## src/rtl/window_gen_3x3.sv

```systemverilog
// rtl/window_gen_3x3.sv - 3x3 sliding-window generator over a padded raster-order image
// Two line buffers feed a 3x3 shift register; windows are flagged only when fully inside the frame.
module window_gen_3x3 #(
    parameter int IMG_W = 258,
    parameter int IMG_H = 258,
    parameter int DW    = 8
) (
    input  logic            clk,
    input  logic            rst_n,
    input  logic            en,
    input  logic [DW-1:0]   pix_in,
    input  logic            pix_valid,
    output logic [9*DW-1:0] win_out,
    output logic            win_valid,
    output logic [7:0]      out_row,
    output logic [7:0]      out_col,
    output logic            done
);

    localparam int CW = (IMG_W > 1) ? $clog2(IMG_W) : 1;
    localparam int RW = (IMG_H > 1) ? $clog2(IMG_H) : 1;

    typedef enum logic [1:0] {
        S_IDLE = 2'd0,
        S_RUN  = 2'd1,
        S_DONE = 2'd2
    } state_t;

    state_t r_state;
    state_t w_state_nxt;

    logic [CW-1:0] r_in_col;
    logic [RW-1:0] r_in_row;

    logic [DW-1:0] r_lb1 [IMG_W];
    logic [DW-1:0] r_lb2 [IMG_W];

    logic [9*DW-1:0] r_win;
    logic            r_win_valid;
    logic            r_done;
    logic [7:0]      r_out_row;
    logic [7:0]      r_out_col;

    logic          w_accept;
    logic          w_start;
    logic          w_col_last;
    logic          w_row_last;
    logic          w_frame_last;
    logic          w_win_inside;
    logic [DW-1:0] w_lb1_rd;
    logic [DW-1:0] w_lb2_rd;
    logic [DW-1:0] w_new_col [3];

    assign w_accept     = (r_state == S_RUN) && pix_valid;
    assign w_start      = (r_state == S_IDLE) && en;
    assign w_col_last   = (r_in_col == CW'(IMG_W - 1));
    assign w_row_last   = (r_in_row == RW'(IMG_H - 1));
    assign w_frame_last = w_accept && w_col_last && w_row_last;
    assign w_win_inside = (r_in_row >= RW'(2)) && (r_in_col >= CW'(2));

    assign w_lb1_rd     = r_lb1[r_in_col];
    assign w_lb2_rd     = r_lb2[r_in_col];
    assign w_new_col[0] = w_lb2_rd;
    assign w_new_col[1] = w_lb1_rd;
    assign w_new_col[2] = pix_in;

    always_ff @(posedge clk) begin
        if (!rst_n) begin
            r_state <= S_IDLE;
        end else begin
            r_state <= w_state_nxt;
        end
    end

    always_comb begin
        w_state_nxt = r_state;
        case (r_state)
            S_IDLE:  if (en) w_state_nxt = S_RUN;
            S_RUN:   if (w_frame_last) w_state_nxt = S_DONE;
            S_DONE:  w_state_nxt = S_IDLE;
            default: w_state_nxt = S_IDLE;
        endcase
    end

    always_ff @(posedge clk) begin
        if (!rst_n || w_start) begin
            r_in_col <= '0;
            r_in_row <= '0;
        end else if (w_accept) begin
            if (w_col_last) begin
                r_in_col <= '0;
                r_in_row <= w_row_last ? '0 : r_in_row + RW'(1);
            end else begin
                r_in_col <= r_in_col + CW'(1);
            end
        end
    end

    // Line buffers carry no reset: rows 0 and 1 overwrite every column before any valid window reads them.
    always_ff @(posedge clk) begin
        if (rst_n && w_accept) begin
            r_lb1[r_in_col] <= pix_in;
            r_lb2[r_in_col] <= w_lb1_rd;
        end
    end

    always_ff @(posedge clk) begin
        if (!rst_n) begin
            r_win       <= '0;
            r_win_valid <= 1'b0;
            r_done      <= 1'b0;
            r_out_row   <= '0;
            r_out_col   <= '0;
        end else begin
            r_win_valid <= 1'b0;
            r_done      <= w_frame_last;
            if (w_accept) begin
                for (int i = 0; i < 3; i++) begin
                    r_win[3*DW*i +: 3*DW] <= {w_new_col[i],
                                              r_win[3*DW*i + 2*DW +: DW],
                                              r_win[3*DW*i + DW +: DW]};
                end
                if (w_win_inside) begin
                    r_win_valid <= 1'b1;
                    r_out_row   <= 8'(r_in_row - RW'(2));
                    r_out_col   <= 8'(r_in_col - CW'(2));
                end
            end
        end
    end

    assign win_out   = r_win;
    assign win_valid = r_win_valid;
    assign out_row   = r_out_row;
    assign out_col   = r_out_col;
    assign done      = r_done;

endmodule
```

## config.mk

```make
export PLATFORM = sky130hd
export DESIGN_NAME = window_gen_3x3
export DESIGN_NICKNAME = d
export VERILOG_FILES = /design/src/rtl/window_gen_3x3.sv
export SDC_FILE = /design/constraint.sdc
export NUM_CORES = 2
export LEC_CHECK = 0
export CORE_MARGIN = 2
export CORE_UTILIZATION = 59
export CTS_BUF_LIST = sky130_fd_sc_hd__clkbuf_8
export DETAILED_ROUTE_END_ITERATION = 6
export PLACE_DENSITY = 0.75
export SYNTH_ARGS = -nofsm -noshare
export SYNTH_HDL_FRONTEND = slang
export SYNTH_MEMORY_MAX_BITS = 65536
export SYNTH_SLANG_ARGS = --single-unit
```

## constraint.sdc

```tcl
create_clock -name clk -period 9.8 [get_ports clk]
set_input_delay 1.96 -clock clk [delete_from_list [all_inputs] [get_ports clk]]
set_output_delay 1.96 -clock clk [all_outputs]
set_load 0.02 [all_outputs]
```

== Word-level counts from Yosys, hierarchy flattened ==
Memory sizes are Yosys's and may differ from the RTL's. A register that Yosys moved wholly into a read port is not among the register bits.
Cells that the tools add are included.

* Flip-flop bits (word level): 110
* Latch bits: 0
* Bits in writable memories: 4,128
* Bits in read-only memories: 0
* Bits of input ports: 12
* Logic and storage cells: 45
* Memories kept: 2

{| class="wikitable"
|+ Memories
! memory !! words !! width !! read ports !! clocked after memory_dff !! wr ports !! line !! RTL
|-
| r_lb1 || 258 || 8 || 1 || 1 || 1 || 35 || <nowiki>logic [DW-1:0] r_lb1 [IMG_W];</nowiki>
|-
| r_lb2 || 258 || 8 || 1 || 1 || 1 || 36 || <nowiki>logic [DW-1:0] r_lb2 [IMG_W];</nowiki>
|}

* Add/subtract/negate cells: 4
* $mul: 0
* Div/mod/pow operators: 0
* Magnitude comparators: 2
* Equal/unequal tests: 5
* Shifts and indexed selects: 0
* Mux-type cells: 10
* Bitwise operators: 0
* Reduce and logical (&&, ||, !) cells: 14

{| class="wikitable"
|+ Operators with widths
! cell !! number
|-
| 9-bit two-way mux || 4
|-
| 9-bit by 1-bit adder with 9-bit output (second input constant) || 2
|-
| 9-bit == test (second input constant) || 2
|-
| 9-bit by 2-bit greater-or-equal comparator with 1-bit output (second input constant) || 2
|-
| 8-bit by 2-bit subtractor with 8-bit output (second input constant) || 2
|-
| 2-bit AND reduction || 4
|-
| 1-bit logical AND || 6
|-
| 2-bit two-way mux || 2
|-
| 2-bit inequality test (second input constant) || 2
|-
| 2-bit case mux with 2 select lines || 1
|-
| 1-bit two-way mux || 3
|-
| 2-bit by 1-bit == test with 1-bit output (second input constant) || 1
|-
| 1-bit logical NOT || 2
|-
| 2-bit logical NOT || 1
|-
| 1-bit logical OR || 1
|}

== Longest topological paths before layout ==
* Depth after elaboration: 6
* Mapped depth: 13
* Gate-level depth less buffers: 8

== Worst setup path after synthesis ==
OpenSTA, ideal clock, no wires.

* Path kind: register to register
* From: reg with a tool-made name
* To: mem r_lb2[0][0] (data pin)
* Setup time: 1,553 ps
* Data arrival time: 8,664 ps
* Required time: 8,247 ps
* Setup slack: -417 ps
* Stages on the path, launching flop included: 12
* Buffers on the path: 5
* Path through: dfxtp_1 > buf_2 > buf_4 > buf_4 > buf_2 > buf_2 > mux2i_1 > a22oi_1 > nand4_1 > nand4_1 > or3_1 > a21boi_1

{| class="wikitable"
|+ RTL lines
! what !! line
|-
| to (decl) || 36
|}

==> flow_metrics.py <==
metrics = {
    "critical_path": {
        "end_kind": "flip-flop",
        "worstSetupStartpointType": "flip-flop",
        "crit_type": "reg -> reg",
        "cp.arrival_ns": 7.34,
        "cp_max_fo": 91,
        "worstPathRequired_ns": 10.52,
    },
    "detailed_routing": {
        "num_vias": 88700,
        "firstDrtPassIters": 7,
        "routed_wl_um": 475000,
        "final_antenna_net_count": 0,
        "post_drt_wl_per_cell_um": 37.5,
        "vias_per_cell": 7.02,
        "drt_iter0_drc": 16100,
        "post-route-drc-count": 60,
    },
    "power": {
        "max-vdd-ir-drop_mv": 0.112,
        "p_sw_mw": 7.46,
        "p_leak_nw": 55.4,
        "intPower_mw": 26.9,
        "seq_power_share_pct": 58.0,
        "pwr-share-clk_pct": 39.6,
        "powerDensity_nw_per_um2": 189,
        "switching_share_pct": 21.7,
        "p_comb_share_pct": 2.5,
        "p_total_mw": 34.4,
    },
    "global_routing": {
        "grt_max_degree": 179,
        "first_global_vias": 85200,
        "antenna_found_initial": 36,
        "grt_pass1_wl_um": 655000,
        "grtUsageTotal_pct": 33.7,
        "gr-total-overflow": 0,
    },
    "clocking": {
        "cts_buffer_depth": 4,
        "ctsResizeCount": 0,
        "clockRootBuffer": "clkbuf_8",
        "cts_hold_buf": 0,
        "post_cts_buffers": 0,
        "numCtsBuffers": 644,
        "htreeDepth": 6,
        "cts_tree": "done",
        "clock-sinks": 4247,
        "clk_latency_ns": 1.16,
        "path_clk_slew_ns": 0.07,
    },
    "yosys": {
        "netlist.area_leader.share_pct": 75.9,
        "synth_top_area_cell": "edfxtp_1",
        "synth_area_sq_um": 163000,
        "synth_top_cells_by_count": "edfxtp_1, mux4_2, mux2i_1",
        "synth_seq_area_share_pct": 77.3,
        "avgSynthCellArea_sq_um": 21.1,
        "synth_cell_type_count": 84,
        "synthArstFlopShare_pct": 0,
        "ys_seq_elements": 4247,
        "syn_nets": 7773,
        "synth_ff_type": "edfxtp_1",
        "synth_warnings": 0,
        "ys_top_cells_by_area": "edfxtp_1, mux4_2, mux2i_1",
        "yosysMostFrequentCell": "edfxtp_1",
        "synth-edff-count": 4128,
        "netlist_instances": 7750,
    },
    "timing": {
        "relSlewSlack_pct": -3.79,
        "tightestPinTransition_ns": 1.54,
        "post-route-worst-setup-slack_ns": 3.18,
        "finalHoldViolCount": 0,
        "setup_violations": 0,
        "rsz0062_at_grt": "false",
        "fin_hold_ws_ns": 0.453,
        "finClkSkew_ns": 0.0958,
        "finalMaxSlewViolations": 26,
        "fmax_mhz": 151,
        "fin_crit_sh_pct": 67.5,
        "fin_crit_ns": 6.62,
        "setup_tns_ns": 0,
    },
    "placed_design": {
        "placed_area_sq_um": 170000,
        "port_buffers": 101,
        "hpwl_um": 288000,
        "dp_worst_setup_slack_ns": 3.29,
        "gp_congestion": 1.01,
    },
    "run_status": {
        "violations": "DRC, capacitance limit, slew limit",
        "outcome": "finished, violations left",
    },
    "floorplan": {
        "initial_core_util_pct": 59.2,
        "num_io_pins": 102,
        "core.rowCount": 193,
        "die_h_um": 530,
        "core-area_sq_um": 276000,
        "dieArea_sq_um": 281000,
        "die_w_um": 530,
    },
    "run": {
        "maxCapViolCount": 5,
    },
    "final_layout": {
        "drive_gt1_share_pct": 25.7,
        "finish.instance_area_sq_um": 182000,
        "nets": 8447,
        "fill_cells": 17100,
        "syn_to_final_growth_pct": 11.5,
    },
    "min_path": {
        "min_path_type": "reg -> reg",
    },
}
[layer usage]
| metal | global-route usage, % | part of all wire [%] |
|---|---|---|
| met5 | 0.718 | 0.12 |
| met3 | 13.2 | 16 |
| met2 | 48.4 | 44 |
| met4 | 18.8 | 6.4 |
| met1 | 44.4 | 34 |
[per-stage QoR]
| stage | util, % | cells |
|---|---|---|
| after floorplan | - | 7750 |
| after CTS | 66.0 | 12600 |
| after detailed placement | 61.7 | 11500 |
| final | 66.0 | 12600 |
| after global routing | 66.0 | 12600 |
| after global placement | 61.7 | 11500 |
[registers in the layout, indices dropped and copies added, names as in the netlist, named ones only]
signal	flops
out_col	8
win_valid	1
win_out	72
done	1
out_row	8
r_lb2	2064
r_state	2
r_lb1	2064
r_in_row	9
r_in_col	9
[final cells by class]
cell class                 instances  area, sq um  area share (%)
clock inverter                   482         2730            1.50
inverter                          15         56.3          0.0309
sequential                      4247       126000            69.3
clock buffer                     658         9060            4.97
multi-input combinational       3029        35200            19.3
tap                             3705         4640            2.54
antenna                           26         65.1          0.0357
timing repair buffer             487         4160            2.28
[logic make-up after synthesis]
group,after synthesis,synth area share (%)
flops,4247,77.3
mux,1381,15.5
simple gates,955,2.71
compound gates,662,2.86
buf+inv,474,1.45
xor+xnor,20,0.107
fa+ha+maj,11,0.0842
[worst max-delay path, stage by stage (launching register included)]
cell and delay, ns:
dfxtp_4 0.81, inv_2 0.38, buf_4 0.44, nor2_2 1.26, a22oi_1 0.59, o211ai_1 0.31, or4_1 0.30, nor4_2 0.12
nor2_4 0.15, buf_4 0.73, buf_4 0.91
[path summary, 6_finish.rpt]
kind	startpoint	to	slack (ns)	cells past startpoint
max	flip-flop	r_lb2[71][5]$_DFFE_PP_	3.18	10
min	win_out[6]$_SDFFE_PN0N_	win_out[6]$_SDFFE_PN0N_	0.45	2
max reg2reg	flip-flop	r_lb2[71][5]$_DFFE_PP_	3.18	10
min reg2reg	win_out[6]$_SDFFE_PN0N_	win_out[6]$_SDFFE_PN0N_	0.45	2
[power groups by stage]
stage	logic (mW)	registers, mW	clock network [mW]
3_3_place_gp	0.803	20.3	0
2_1_floorplan	0.421	20.3	0
3_5_place_dp	0.828	20.3	0
4_1_cts	0.828	19.9	13.6
5_1_grt	0.873	19.9	14.4
6_report	0.845	19.9	13.6
[cell usage in the layout, fill, tap and decap left out, drive strengths merged, types with 11 or more instances in the layout]
master / instances
nor4: 15
and2: 21
dfxtp: 119
o31ai: 12
a2111oi: 12
ha: 11
nor3: 51
inv: 251
nor2b: 29
clkinvlp: 15
clkinv: 214
and3: 13
o211ai: 15
a21oi: 120
nor2: 356
o21ai: 58
nand2b: 11
nand2: 235
mux4: 912
buf: 385
clkbuf: 667
a22o: 38
o22ai: 28
a22oi: 191
a31oi: 37
xnor2: 14
bufinv: 17
a221oi: 58
clkdlybuf4s50: 93
mux2i: 429
or3: 11
nand3: 120
mux2: 40
a211oi: 31
edfxtp: 4128
diode: 26
nand4: 43
Power figures use the tool's default switching activity.
